### src/rtl/mode_controller_n.sv
// mode_controller_n: menu/song/level/remap sequencer, engine output mux, tick base.
// Ports: buttons, note/len keys, engine buses in; eng_en/song/level/mod_sel/board out.
// Optional: `define CONFIRM_BEEP_EN adds a confirmation beep on buzzer.
module mode_controller_n #(
  parameter int          KEY_BITS  = 7,
  parameter int          NUM_MODES = 4,
  parameter logic [31:0] SONG_MASK = 32'b1110,
  parameter int          NUM_SONGS = 2,
  parameter int          SONG_BITS = 3,
  parameter int          LEVEL_MAX = 6,
  parameter int          TUBE_BITS = 8,
  parameter int          TICK_DIV  = 100000,
  parameter int          TIME_BITS = 16
) (
  input  logic                           clk,
  input  logic                           rst_n,
  input  logic                           submit,
  input  logic                           cancel,
  input  logic                           up,
  input  logic                           down,
  input  logic                           remap_clr,
  input  logic [KEY_BITS-1:0]            note_key,
  input  logic [KEY_BITS-1:0]            len_key,
  input  logic [NUM_MODES*KEY_BITS-1:0]  eng_led,
  input  logic [NUM_MODES-1:0]           eng_buzzer,
  input  logic [NUM_MODES*TUBE_BITS-1:0] eng_seg_en,
  input  logic [NUM_MODES*TUBE_BITS-1:0] eng_tube1,
  input  logic [NUM_MODES*TUBE_BITS-1:0] eng_tube2,
  output logic [NUM_MODES-1:0]           eng_en,
  output logic [SONG_BITS-1:0]           song,
  output logic [2:0]                     level,
  output logic [1:0]                     mod_sel,
  output logic [KEY_BITS-1:0]            mapped_key,
  output logic [TIME_BITS-1:0]           sys_time,
  output logic                           buzzer,
  output logic [KEY_BITS-1:0]            led,
  output logic [TUBE_BITS-1:0]           seg_en,
  output logic [TUBE_BITS-1:0]           tube1,
  output logic [TUBE_BITS-1:0]           tube2
);

  localparam int KIW = (KEY_BITS > 1) ? $clog2(KEY_BITS) : 1;
  localparam int MW  = (NUM_MODES > 1) ? $clog2(NUM_MODES) : 1;
  localparam int RW  = $clog2(KEY_BITS + 1);
  localparam int DW  = (TICK_DIV > 1) ? $clog2(TICK_DIV) : 1;
  localparam logic [2:0] LVL_RST = 3'(LEVEL_MAX / 2);

  typedef enum logic [1:0] {MENU, SEL, RUN, REMAP} state_t;

  state_t              state;
  logic [MW-1:0]       mode;
  logic [RW-1:0]       rcnt;
  logic [KEY_BITS-1:0] map_q [KEY_BITS];
  logic [DW-1:0]       div;
  logic [4:0]          s1, s2, s3;
  logic                c_p, clr_p, sub_p, up_p, dn_p;
  logic                vk;
  logic [KIW-1:0]      kidx;
  logic [1:0]          mod_d;
  logic                go_c, go_clr, go_sub, go_ud;
  logic                sub_mode, sub_rmp, sub_song, sub_map;
  logic                beep;
  logic                unused_ok;

  assign unused_ok = ^len_key[KEY_BITS-1:4];

  function automatic logic [KIW-1:0] oh_idx(input logic [KEY_BITS-1:0] v);
    oh_idx = '0;
    for (int i = 0; i < KEY_BITS; i++)
      if (v[i]) oh_idx = KIW'(i);
  endfunction

  // s3 is only the edge-detect history, so a rise acts two edges later
  always_ff @(posedge clk or negedge rst_n) begin
    if (!rst_n) begin
      s1 <= '0;
      s2 <= '0;
      s3 <= '0;
    end else begin
      s1 <= {cancel, remap_clr, submit, up, down};
      s2 <= s1;
      s3 <= s2;
    end
  end

  assign {c_p, clr_p, sub_p, up_p, dn_p} = s2 & ~s3;

  assign vk   = $onehot(note_key);
  assign kidx = oh_idx(note_key);

  always_comb begin
    mod_d = 2'd0;
    if ($onehot(len_key[3:0]))
      unique case (1'b1)
        len_key[1]: mod_d = 2'd1;
        len_key[2]: mod_d = 2'd2;
        len_key[3]: mod_d = 2'd3;
        default:    mod_d = 2'd0;
      endcase
  end

  always_comb begin
    mapped_key = '0;
    for (int i = 0; i < KEY_BITS; i++)
      if (note_key[i]) mapped_key = mapped_key | map_q[i];
  end

  // a higher-priority pulse swallows lower ones even when it does nothing
  assign go_c     = c_p && state != MENU;
  assign go_clr   = !c_p && clr_p && state == REMAP;
  assign go_sub   = !c_p && !clr_p && sub_p && vk;
  assign go_ud    = !c_p && !clr_p && !sub_p && state == SEL
                    && (up_p ^ dn_p);
  assign sub_mode = go_sub && state == MENU
                    && int'(kidx) < NUM_MODES;
  assign sub_rmp  = go_sub && state == MENU
                    && int'(kidx) == NUM_MODES;
  assign sub_song = go_sub && state == SEL
                    && int'(kidx) < NUM_SONGS;
  assign sub_map  = go_sub && state == REMAP;

  always_ff @(posedge clk or negedge rst_n) begin
    if (!rst_n) begin
      state   <= MENU;
      mode    <= '0;
      rcnt    <= '0;
      eng_en  <= '0;
      song    <= '0;
      level   <= LVL_RST;
      mod_sel <= '0;
      for (int i = 0; i < KEY_BITS; i++)
        map_q[i] <= KEY_BITS'(1) << i;
    end else if (go_c) begin
      state  <= MENU;
      eng_en <= '0;
      song   <= '0;
      rcnt   <= '0;
    end else if (go_clr) begin
      state <= MENU;
      rcnt  <= '0;
      for (int i = 0; i < KEY_BITS; i++)
        map_q[i] <= KEY_BITS'(1) << i;
    end else begin
      if (sub_mode) begin
        mode <= MW'(kidx);
        if (SONG_MASK[kidx]) begin
          state <= SEL;
        end else begin
          state  <= RUN;
          eng_en <= NUM_MODES'(1) << kidx;
        end
      end
      if (sub_rmp) begin
        state <= REMAP;
        rcnt  <= '0;
      end
      if (sub_song) begin
        song    <= SONG_BITS'(int'(kidx) + 1);
        mod_sel <= mod_d;
        state   <= RUN;
        eng_en  <= NUM_MODES'(1) << mode;
      end
      if (sub_map) begin
        map_q[kidx] <= KEY_BITS'(1) << rcnt;
        if (int'(rcnt) == KEY_BITS - 1) begin
          state <= MENU;
          rcnt  <= '0;
        end else begin
          rcnt <= rcnt + RW'(1);
        end
      end
      if (go_ud) begin
        if (up_p && int'(level) < LEVEL_MAX)
          level <= level + 3'd1;
        if (dn_p && level != 3'd0)
          level <= level - 3'd1;
      end
    end
  end

  always_ff @(posedge clk or negedge rst_n) begin
    if (!rst_n) begin
      div      <= '0;
      sys_time <= '0;
    end else if (int'(div) == TICK_DIV - 1) begin
      div      <= '0;
      sys_time <= sys_time + TIME_BITS'(1);
    end else begin
      div <= div + DW'(1);
    end
  end

`ifdef CONFIRM_BEEP_EN
  localparam int BEEP_LEN  = TICK_DIV * 2;
  localparam int BEEP_HALF = (TICK_DIV / 400 > 0) ? TICK_DIV / 400 : 1;
  localparam int BLW = $clog2(BEEP_LEN + 1);
  localparam int BHW = $clog2(BEEP_HALF + 1);

  logic [BLW-1:0] b_left;
  logic [BHW-1:0] b_ph;
  logic           b_sq;
  logic           b_start, b_stop;

  // anything that lands in RUN or cancels kills the beep
  assign b_stop  = go_c || state == RUN || sub_song
                   || (sub_mode && !SONG_MASK[kidx]);
  assign b_start = go_clr || sub_mode || sub_rmp || sub_map;

  always_ff @(posedge clk or negedge rst_n) begin
    if (!rst_n) begin
      b_left <= '0;
      b_ph   <= '0;
      b_sq   <= 1'b0;
    end else if (b_stop) begin
      b_left <= '0;
      b_ph   <= '0;
      b_sq   <= 1'b0;
    end else if (b_start) begin
      b_left <= BLW'(BEEP_LEN);
      b_ph   <= '0;
      b_sq   <= 1'b1;
    end else if (b_left != '0) begin
      b_left <= b_left - BLW'(1);
      if (int'(b_ph) == BEEP_HALF - 1) begin
        b_ph <= '0;
        b_sq <= ~b_sq;
      end else begin
        b_ph <= b_ph + BHW'(1);
      end
    end
  end

  assign beep = b_sq && b_left != '0;
`else
  assign beep = 1'b0;
`endif

  always_ff @(posedge clk or negedge rst_n) begin
    if (!rst_n) begin
      led    <= '0;
      buzzer <= 1'b0;
      seg_en <= '0;
      tube1  <= '0;
      tube2  <= '0;
    end else begin
      led    <= '0;
      buzzer <= beep;
      seg_en <= '0;
      tube1  <= '0;
      tube2  <= '0;
      case (state)
        RUN: begin
          led    <= eng_led[mode*KEY_BITS +: KEY_BITS];
          buzzer <= eng_buzzer[mode];
          seg_en <= eng_seg_en[mode*TUBE_BITS +: TUBE_BITS];
          tube1  <= eng_tube1[mode*TUBE_BITS +: TUBE_BITS];
          tube2  <= eng_tube2[mode*TUBE_BITS +: TUBE_BITS];
        end
        SEL:     led <= KEY_BITS'(1) << level;
        REMAP:   led <= KEY_BITS'(1) << rcnt;
        default: led <= '0;
      endcase
    end
  end

endmodule

### config.mk
export PLATFORM = sky130hd
export DESIGN_NAME = mode_controller_n
export DESIGN_NICKNAME = d
export VERILOG_FILES = /design/src/rtl/mode_controller_n.sv
export SDC_FILE = /design/constraint.sdc
export NUM_CORES = 1
export LEC_CHECK = 0
export ABC_CLOCK_PERIOD_IN_PS = 2300
export BUFFER_PORTS_ARGS = -buffer_cell sky130_fd_sc_hd__buf_2
export CORE_MARGIN = 2
export CORE_UTILIZATION = 52
export DETAILED_ROUTE_END_ITERATION = 8
export PLACE_DENSITY = 0.8
export SYNTH_ARGS = -nofsm -noshare
export SYNTH_HDL_FRONTEND = slang
export SYNTH_SLANG_ARGS = --single-unit
### constraint.sdc
create_clock -name clk -period 2.3 [get_ports clk]
set_input_delay 0.46 -clock clk [delete_from_list [all_inputs] [get_ports clk]]
set_output_delay 0.46 -clock clk [all_outputs]
set_load 0.005 [all_outputs]
== Word-level counts from Yosys, hierarchy flattened ==
Memories as Yosys holds them, arrays and structs flattened.
Index checks and enable logic that the tools add are counted.
Word-level totals
  bits in registers: 148
  bits in read-only memories: 8
  output and inout bits: 67
  logic and storage cells: 165
  memories kept: 1
Memories
  (name not given): depth 8, width 1, rd ports 1, clocked after memory_dff 0, wr ports 0, RTL line 146  | if (SONG_MASK[kidx]) begin
Cells by class
  add/sub/neg operators: 15
  $mul: 1
  order comparisons: 7
  equality and inequality tests: 10
  shifts and indexed selects: 8
  multiplexer cells: 52
  bitwise operators: 12
  reductions and logical operators: 35
Operators with widths (count)
  $mux 49: 2
  $shiftx 32x6->8: 3
  $mux 7: 8
  $bwmux 49: 1
  $mux 3: 15
  $or 7x7->7: 6
  $shiftx 28x6->7: 1
  $mux 8: 3
  $demux 7 s3: 1
  $pmux 7 s3: 1
  $mux 4: 5
  $logic_and 1x1->1: 18
  $mux 2: 9
  $add 17x1->17 const B: 1
  $eq 17x16->1 const B: 1
  $mux 17: 1
  $add 16x1->16 const B: 1
  $shl 1x3->7 const A: 2
  $add 1x1->2: 5
  $add 3x1->3 const B: 3
  $reduce_and 3->1: 3
  $reduce_bool 2->1: 4
  $add 2x2->3: 2
  $eq 3x1->1 const B: 2
  other kinds (32): 42

== Longest topological paths before layout ==
Gate-level depths: netlist (run 1).
  word-level depth: 16
  mapped depth: 14
  depth with buffers taken out: 11

== Worst setup path before layout (run 1) ==
Ideal clock, no wire load.
  path kind: input-to-reg
  from: input port note_key[3]
  to: register map_q[42] (netlist bit)
  data arrival time: 4.257 ns
  path slack: -2.039 ns
  stages: 12
  buffers on the path: 1
  cells stage by stage: clkbuf_1 inv_1 fa_1 fa_1 fa_1 inv_1 fa_1 or4b_4 or4_4 nor3_4 nand3_4 mux2_4
On the way
  word-level cells in the longest chain between the ends: 12
  elaborated cells on any way between the ends: 21
  those cells by class: 3 x add/sub; 2 x order compare; 1 x eq/ne; 9 x mux; 1 x bitwise; 5 x reduce/logical
Ends and longest elaborated chain
  start: declaration: RTL line 22  | input logic [KEY_BITS-1:0] note_key,
  $mux 3 (4 in series): RTL line 70  | if (v[i]) oh_idx = KIW'(i);
  $not 3->4 (not written as such): RTL line 164  | map_q[kidx] <= KEY_BITS'(1) << rcnt;
  $ge 4x4->1 (not written as such) or $lt 4x1->1 (tied branches): RTL line 164
  $logic_and 1x1->1 (not written as such): RTL line 164
  $mux 7 (not written as such): RTL line 164
  $demux 7 s3: RTL line 164
  $bwmux 49: RTL line 164
  $mux 49: RTL line 163  | if (sub_map) begin
  $mux 49: RTL line 138  | end else if (go_clr) begin
  end signal: indexed assignment: RTL line 132  | map_q[i] <= KEY_BITS'(1) << i;
  end signal: indexed assignment: RTL line 142  | map_q[i] <= KEY_BITS'(1) << i;
  end signal: indexed assignment: RTL line 164
  end: declaration: RTL line 53  | logic [KEY_BITS-1:0] map_q [KEY_BITS];
Parallel ways exist; a longest one is shown, timed or not. The select of a mux whose other input is x is not followed.
A chain may end at the register's enable or synchronous reset.

== Final worst setup path (run 1) ==
  from: input port note_key[0]
  to: register map_q[47] (netlist bit)
On the way
  word-level cells in the longest chain between the ends: 8
Ends and longest elaborated chain
  $add 1x1->2 (not written as such): RTL line 88  | assign vk = $onehot(note_key);
  $add 2x2->3 (not written as such): RTL line 88
  $add 3x3->3 (not written as such): RTL line 88
  $eq 3x1->1: RTL line 88
  $logic_and 1x1->1: RTL line 111  | assign go_sub = !c_p && !clr_p && sub_p && vk;
  $logic_and 1x1->1: RTL line 120  | assign sub_map = go_sub && state == REMAP;
  $reduce_bool 2->1 (no line)
  $reduce_and 2->1 (no line)
No other way between the ends.

==> results of run 1 <==
-- state kept, by name, summed over array words and instances (netlist names), 4 cells and up --
signal    cells
s3            5
div          17
s1            5
seg_en        8
sys_time     16
led           7
tube1         8
eng_en        4
tube2         8
s2            5
map_q        49
-- what timing repair did --
item,in CTS,in global routing
endpoints found under the hold margin,33,0
hold buffers,1,0
pin swaps,29,6
gates resized for setup,84,37
endpoints found under the setup margin,65,65
setup buffers,10,6
gates cloned,3,1
-- synthesized netlist by cell type (5+ instances only) --
cell type and number:
buf_2 8, nor2b_1 6, fa_1 6, or3_1 6
o21ai_0 43, a222oi_1 7, nand4_1 10, dfrtp_1 139
and3_1 27, a21oi_1 9, nor4_1 7, inv_1 30
nor2_1 31, a31o_2 7, mux2i_1 15, ha_1 7
xor2_1 21, o211ai_1 5, xnor2_1 12, nor3_1 10
nand2_1 64, clkbuf_1 35, a31oi_1 7, nand3_1 51
buf_1 5, mux4_2 32, a22oi_1 14, and2_1 5
dfstp_2 9
-- where the power goes --
| group | total [mW] | switching [mW] | internal [mW] | leakage, nW |
|---|---|---|---|---|
| Combinational | 1.89 | 1.02 | 0.869 | 2.83 |
| Clock | 2.73 | 1.07 | 1.66 | 0.289 |
| Sequential | 3.22 | 0.268 | 2.95 | 1.91 |
| Total | 7.84 | 2.36 | 5.48 | 5.03 |
-- metal layers --
| layer | part of all wire (%) | track usage [%] | vias up |
|---|---|---|---|
| li1 | - | - | 2969 |
| met3 | 8.1 | 8.42 | 91 |
| met1 | 38 | 37.4 | 3365 |
| met2 | 49 | 48.9 | 380 |
| met4 | 4.3 | 13.7 | 0 |
| met5 | 0 | 0 | - |
-- worst register-to-register path, cell delays in order (launching register included) --
cell and delay [ns]:
dfrtp_1 0.37, nor2b_1 0.77, o21ai_1 0.48, o2111ai_1 0.22, mux2i_1 0.11, mux2_4 0.27
-- cells in the final DEF, fill, tap and decap left out, types with 6 or more instances in the layout --
cell / Yosys / routed
a21oi_1: 9 / 6
a222oi_1: 7 / 7
a22oi_1: 14 / 14
a31oi_1: 7 / 6
and3_1: 27 / 25
buf_2: 8 / 210
buf_4: 0 / 41
buf_6: 0 / 21
clkbuf_16: 0 / 17
clkbuf_8: 0 / 6
dfrtp_1: 139 / 138
dfstp_2: 9 / 9
ha_1: 7 / 7
inv_1: 30 / 26
mux2i_1: 15 / 15
mux4_2: 32 / 32
nand2_1: 64 / 53
nand2_2: 0 / 9
nand3_1: 51 / 24
nand3_2: 0 / 24
nand4_1: 10 / 10
nor2_1: 31 / 30
nor2b_1: 6 / 6
nor3_1: 10 / 9
o21ai_0: 43 / 11
o21ai_1: 2 / 17
o21ai_2: 0 / 17
or3_1: 6 / 6
xnor2_1: 12 / 12
xor2_1: 21 / 21
-- layout make-up --
type / instances / area, µm² / share of cell area (%)
multi-input combinational: 450 / 3870 / 37.8
sequential: 148 / 3720 / 36.3
timing repair buffer: 280 / 1730 / 16.9
clock buffer: 25 / 515 / 5.04
tap: 180 / 225 / 2.20
inverter: 30 / 115 / 1.12
clock inverter: 7 / 70.1 / 0.685
-- logic make-up after synthesis --
group / count (synthesis)
xor gates and xnor gates: 33
adders and majority gates: 13
muxes: 49
DFF: 148
and+or+nand+nor: 243
AOI/OAI and AO/OA: 112
buffers and inverters: 78
-- per-stage QoR --
step                      power (mW)  utilization, %
after floorplan                 4.14               -
after global placement          4.87            65.2
after detailed placement        4.92            65.2
after CTS                       7.69            72.2
after global routing            8.15            73.4
final                           7.84            73.4
-- how the worst min path moves through the flow --
stage	from	to	slack, ns	depth (start not counted)
2_1_floorplan	rst_n	buzzer$_DFF_PN0_	0.16	0
4_1_cts	cancel	s1[4]$_DFF_PN0_	0.13	1
5_1_grt	down	s1[0]$_DFF_PN0_	0.13	1
3_5_place_dp	s1[0]$_DFF_PN0_	s2[0]$_DFF_PN0_	0.34	0
3_3_place_gp	s1[2]$_DFF_PN0_	s2[2]$_DFF_PN0_	0.33	0
6_report	cancel	s1[4]$_DFF_PN0_	0.14	1
==> impl_metrics.tcl, run 1 <==
set metrics [dict create \
    cts.sinks 148 \
    rsz0062_at_grt "yes" \
    cp.depth 13 \
    antenna_left 0 \
    p_per_area_nw_per_um2 766 \
    netlist_instances 676 \
    timing.rr.end "eng_en[1]$_DFFE_PN0P_" \
    ys_ff_latch 148 \
    cp-endpoint "map_q[47]$_DFFE_PN0P_" \
    setup_viol 65 \
    max_stage_delay_ns 0.60 \
    setup.worst_path.end_class "flip-flop" \
    drc 0 \
    path_clk_slew_ns 0.06 \
    crit_top_cell "fa_1" \
    status "complete, but fails checks" \
    root_buffer "clkbuf_16" \
    vias 6805 \
    crit_path_start "note_key[0]" \
    io_pins 216 \
    period_minus_slack_ns 3.85 \
    cp_cell_sequence "buf_8 > inv_4 > fa_1 > fa_1 > fa_2 > inv_2 > fa_1 > or4b_4 > or4_4 > nor3_4 > nand3_4 > buf_6 > mux2i_1" \
    cts_inserted_buffers 17 \
    port_buffers 212 \
    r2r_cells 5 \
    r2r-start "s2[4]$_DFF_PN0_" \
    drt_first_pass_iters 7 \
    synth_compound_area_share_pct 9.93 \
    start_kind "input port" \
    fmax_ghz 0.260 \
    p_leak_nw 5.03 \
    ir_drop_v 0.000613 \
    cp_top_family "adder cells" \
    cp_max_fo 6 \
    clock_skew_ns 0.0107 \
    synth-edff-count 0 \
    drv_cap 0 \
    worstSkewPairLatency_ns 0.43 \
    initial_core_util_pct 53.4 \
    cp.required_ns 2.58 \
    hold_violations 0 \
    place_area_um2 9080 \
    ys_types 59 \
    synth_top_area_share_pct 46.8 \
    h-tree-depth 4 \
    drive_above_1_share_pct 47.3 \
    die_h_um 124 \
    post_drt_wl_per_cell_um 20.9 \
    synth_top_family_by_area "simple AND/OR/NAND/NOR gates" \
    finalNonFillerCells 1120 \
    slew_headroom_pct 34.0 \
    wirelength_um 23400 \
    areaGrowthSynthToFinish_pct 37.6 \
    cts_tree "done" \
    async_flop_share_pct 100 \
    clockBufferDepth 2 \
    die_w_um 124 \
    synth-seq-area-share_pct 49.9 \
    crit_buf_inv 4 \
    synth-xor-area-share_pct 3.89 \
    yosysTopAreaCell "dfrtp_1" \
    syn-cell-area_um2 7440 \
    drtIter0Drc 832 \
    fin_area_um2 10200 \
    first_global_vias 6832 \
    synth-main-ff-cell "dfrtp_1" \
    worst_slack_ns -1.55 \
    syn_nets 838 \
    core_um2 13900 \
    antennaDiodeCount 0 \
    place.gp.congestion 0.860 \
    synth_area_leaders "dfrtp_1 47%, mux4_2 9.7%, nand3_1 3.4%" \
    muxShareOfSynthArea_pct 12.1 \
    antenna_found_initial 0 \
    yosysWarnings 0 \
    finalNetCount 1089 \
    die-area_um2 15300 \
    arrival_ns 4.13 \
    hpwl_um 14900 \
    via_per_inst 6.08 \
    n_fill_cell 901 \
    placed_cells 1073 \
    worst_pin_slew_ns 0.988 \
    fin_crit_sh_pct 167 \
    cp_slowest_cell "fa_1" \
    violations "setup timing" \
    grt_pass1_wl_um 34500 \
    yosys.area_share.simple_pct 17.3 \
    holdWs_ns 0.135 \
    worstSetupPathType "input port to flip-flop" \
    num_rows 43 \
    setup_tns_ns -93.36 \
    synthAdderAreaFrac_pct 2.79 \
    place_worst_setup_slack_ns -1.94 \
    r2r_slack_ns -0.03 \
    syn_avg_cell_area_um2 11.0 \
    grt-ovfl-total 0 \
    drv_slew 0 \
    grt_usage_pct 30.0 \
    hold_class "input port to flip-flop" \
    grt_max_degree 53 \
]
Note: power is estimated with default switching activity, not from simulation.
==> inputs of run 2 (changes only) <==
Settings changed: REMOVE_ABC_BUFFERS set to 1.
==> impl_metrics.tcl, run 2 (synthesized netlist as in run 1, its figures left out) <==
set metrics [dict create \
    pwr-share-seq_pct 40.1 \
    initial_core_util_pct 53.4 \
    areaGrowthSynthToFinish_pct 32.8 \
    worstSkewPairLatency_ns 0.42 \
    die_h_um 124 \
    power_frac_comb_pct 22.2 \
    worstSetupPathType "input port to flip-flop" \
    place.gp.congestion 0.869 \
    hold_violations 0 \
    post_drt_wl_per_cell_um 18.2 \
    pwr-share-clk_pct 37.7 \
    cts.sinks 148 \
    grt_max_degree 54 \
    n_fill_cell 987 \
    final_common_cell "buf_2" \
    drt_first_pass_iters 8 \
    period_minus_slack_ns 3.69 \
    status "complete, but fails checks" \
    antenna_found_initial 0 \
    swShare_pct 27.7 \
    antennaDiodeCount 0 \
    cts_tree "done" \
    finalNonFillerCells 1105 \
    cp_max_fo 4 \
    fmax_ghz 0.271 \
    via_per_inst 5.80 \
    die-area_um2 15300 \
    antenna_left 0 \
    cts_inserted_buffers 17 \
    place_area_um2 8920 \
    fin_crit_sh_pct 160 \
    finalNetCount 1076 \
    multi_input_area_um2 3580 \
    worst_slack_ns -1.39 \
    path_clk_slew_ns 0.06 \
    drv_cap 0 \
    drv_slew 0 \
    r2r-start "s2[4]$_DFF_PN0_" \
    violations "setup timing" \
    h-tree-depth 4 \
    num_rows 43 \
    setup_viol 65 \
    grt_pass1_wl_um 32200 \
    hold_class "input port to flip-flop" \
    total_power_mw 7.96 \
    ff_latch_area_um2 3720 \
    clock_skew_ns 0.00711 \
    mostFrequentLayoutCells "209 x buf_2, 138 x dfrtp_1, 60 x nand2_1" \
    port_buffers 212 \
    arrival_ns 4.05 \
    fin_util_pct 70.9 \
    crit_path_start "note_key[0]" \
    worst_pin_slew_ns 0.879 \
    placed_cells 1065 \
    io_pins 216 \
    reg.largest.list "map_q: 49 flops, div: 17 flops, sys_time: 16 flops" \
    first_global_vias 6330 \
    drtIter0Drc 598 \
    drc 0 \
    fin_area_um2 9880 \
    core_um2 13900 \
    hp-start "submit" \
    setup.worst_path.end_class "flip-flop" \
    regMostFlops "map_q" \
    rsz0062_at_grt "yes" \
    p_leak_nw 4.92 \
    grt_usage_pct 27.6 \
    largest_register_ffs 49 \
    slew_headroom_pct 41.3 \
    start_kind "input port" \
    power.internal_mw 5.75 \
    p_per_area_nw_per_um2 806 \
    grt-ovfl-total 0 \
    vias 6408 \
    die_w_um 124 \
    hpwl_um 14100 \
    clockBufferDepth 2 \
    cp.required_ns 2.66 \
    drive_above_1_share_pct 41.5 \
    p_sw_mw 2.21 \
    ir_drop_v 0.000840 \
    root_buffer "clkbuf_16" \
    wirelength_um 20100 \
]
[run 2: final cells by class]
type / instances / area share [%]
multi-input cells: 450 / 36.2
repair buffers: 267 / 16.2
well taps: 180 / 2.28
inverters: 30 / 1.17
clock inverters: 9 / 1.79
clock buffers: 21 / 4.66
flip-flops and latches: 148 / 37.6
[run 2: timing repair]
item | 4_1_cts | 5_1_grt
endpoints found under the hold margin | 13 | 0
pin swaps | 20 | 3
gates cloned | 1 | 2
hold buffers | 1 | 0
resized for setup | 68 | 19
buffers inserted | 6 | 0
setup endpoints to repair | 65 | 65
[run 2: metal layers]
| layer | vias to the layer above | GRT usage, % | wire, µm |
|---|---|---|---|
| met5 | - | 0 | 0 |
| met4 | 0 | 7.95 | 371 |
| met3 | 44 | 7.55 | 1580 |
| met2 | 262 | 44.4 | 9740 |
| li1 | 2951 | - | - |
| met1 | 3151 | 36.9 | 8400 |
[run 2: path summary, 6_finish.rpt]
check                                         to  slack, ns  depth (start not counted)
max in group asynchronous  map_q[30]$_DFFE_PN1P_       1.07                          3
max reg2reg                eng_en[1]$_DFFE_PN0P_       0.08                          5
min in group asynchronous    seg_en[4]$_DFF_PN0_       0.56                          2
min reg2reg                      s2[4]$_DFF_PN0_       0.36                          0
min                              s1[2]$_DFF_PN0_       0.14                          1
max                          rcnt[1]$_DFFE_PN0P_      -1.39                         15
[run 2: critical path: stages]
cell and delay, ns:
buf_8 0.08, inv_4 0.03, fa_1 0.55, fa_1 0.43
fa_2 0.35, inv_2 0.06, fa_1 0.40, or4b_4 0.51
buf_6 0.14, nor4_4 0.23, buf_4 0.18, buf_4 0.14
nand2_2 0.08, o31ai_2 0.23, a22o_2 0.17
[run 2: per-stage QoR]
stage               setup WS (ns)  TNS (ns)  hold slack [ns]
floorplan                   -1.87   -109.53            0.164
global placement            -1.97   -114.72            0.332
detailed placement          -1.98   -116.11            0.339
CTS                         -1.43    -86.08            0.129
global route                -1.42    -86.59            0.121
finish                      -1.39    -83.06            0.145
[run 2: power by group through the flow]
stage | Clock, mW | Sequential (mW) | Combinational, mW
finish | 3.00 | 3.19 | 1.77
floorplan | 0 | 3.26 | 0.793
global placement | 0 | 3.22 | 1.65
detailed placement | 0 | 3.22 | 1.70
CTS | 3.04 | 3.19 | 1.75
global route | 3.14 | 3.22 | 1.96
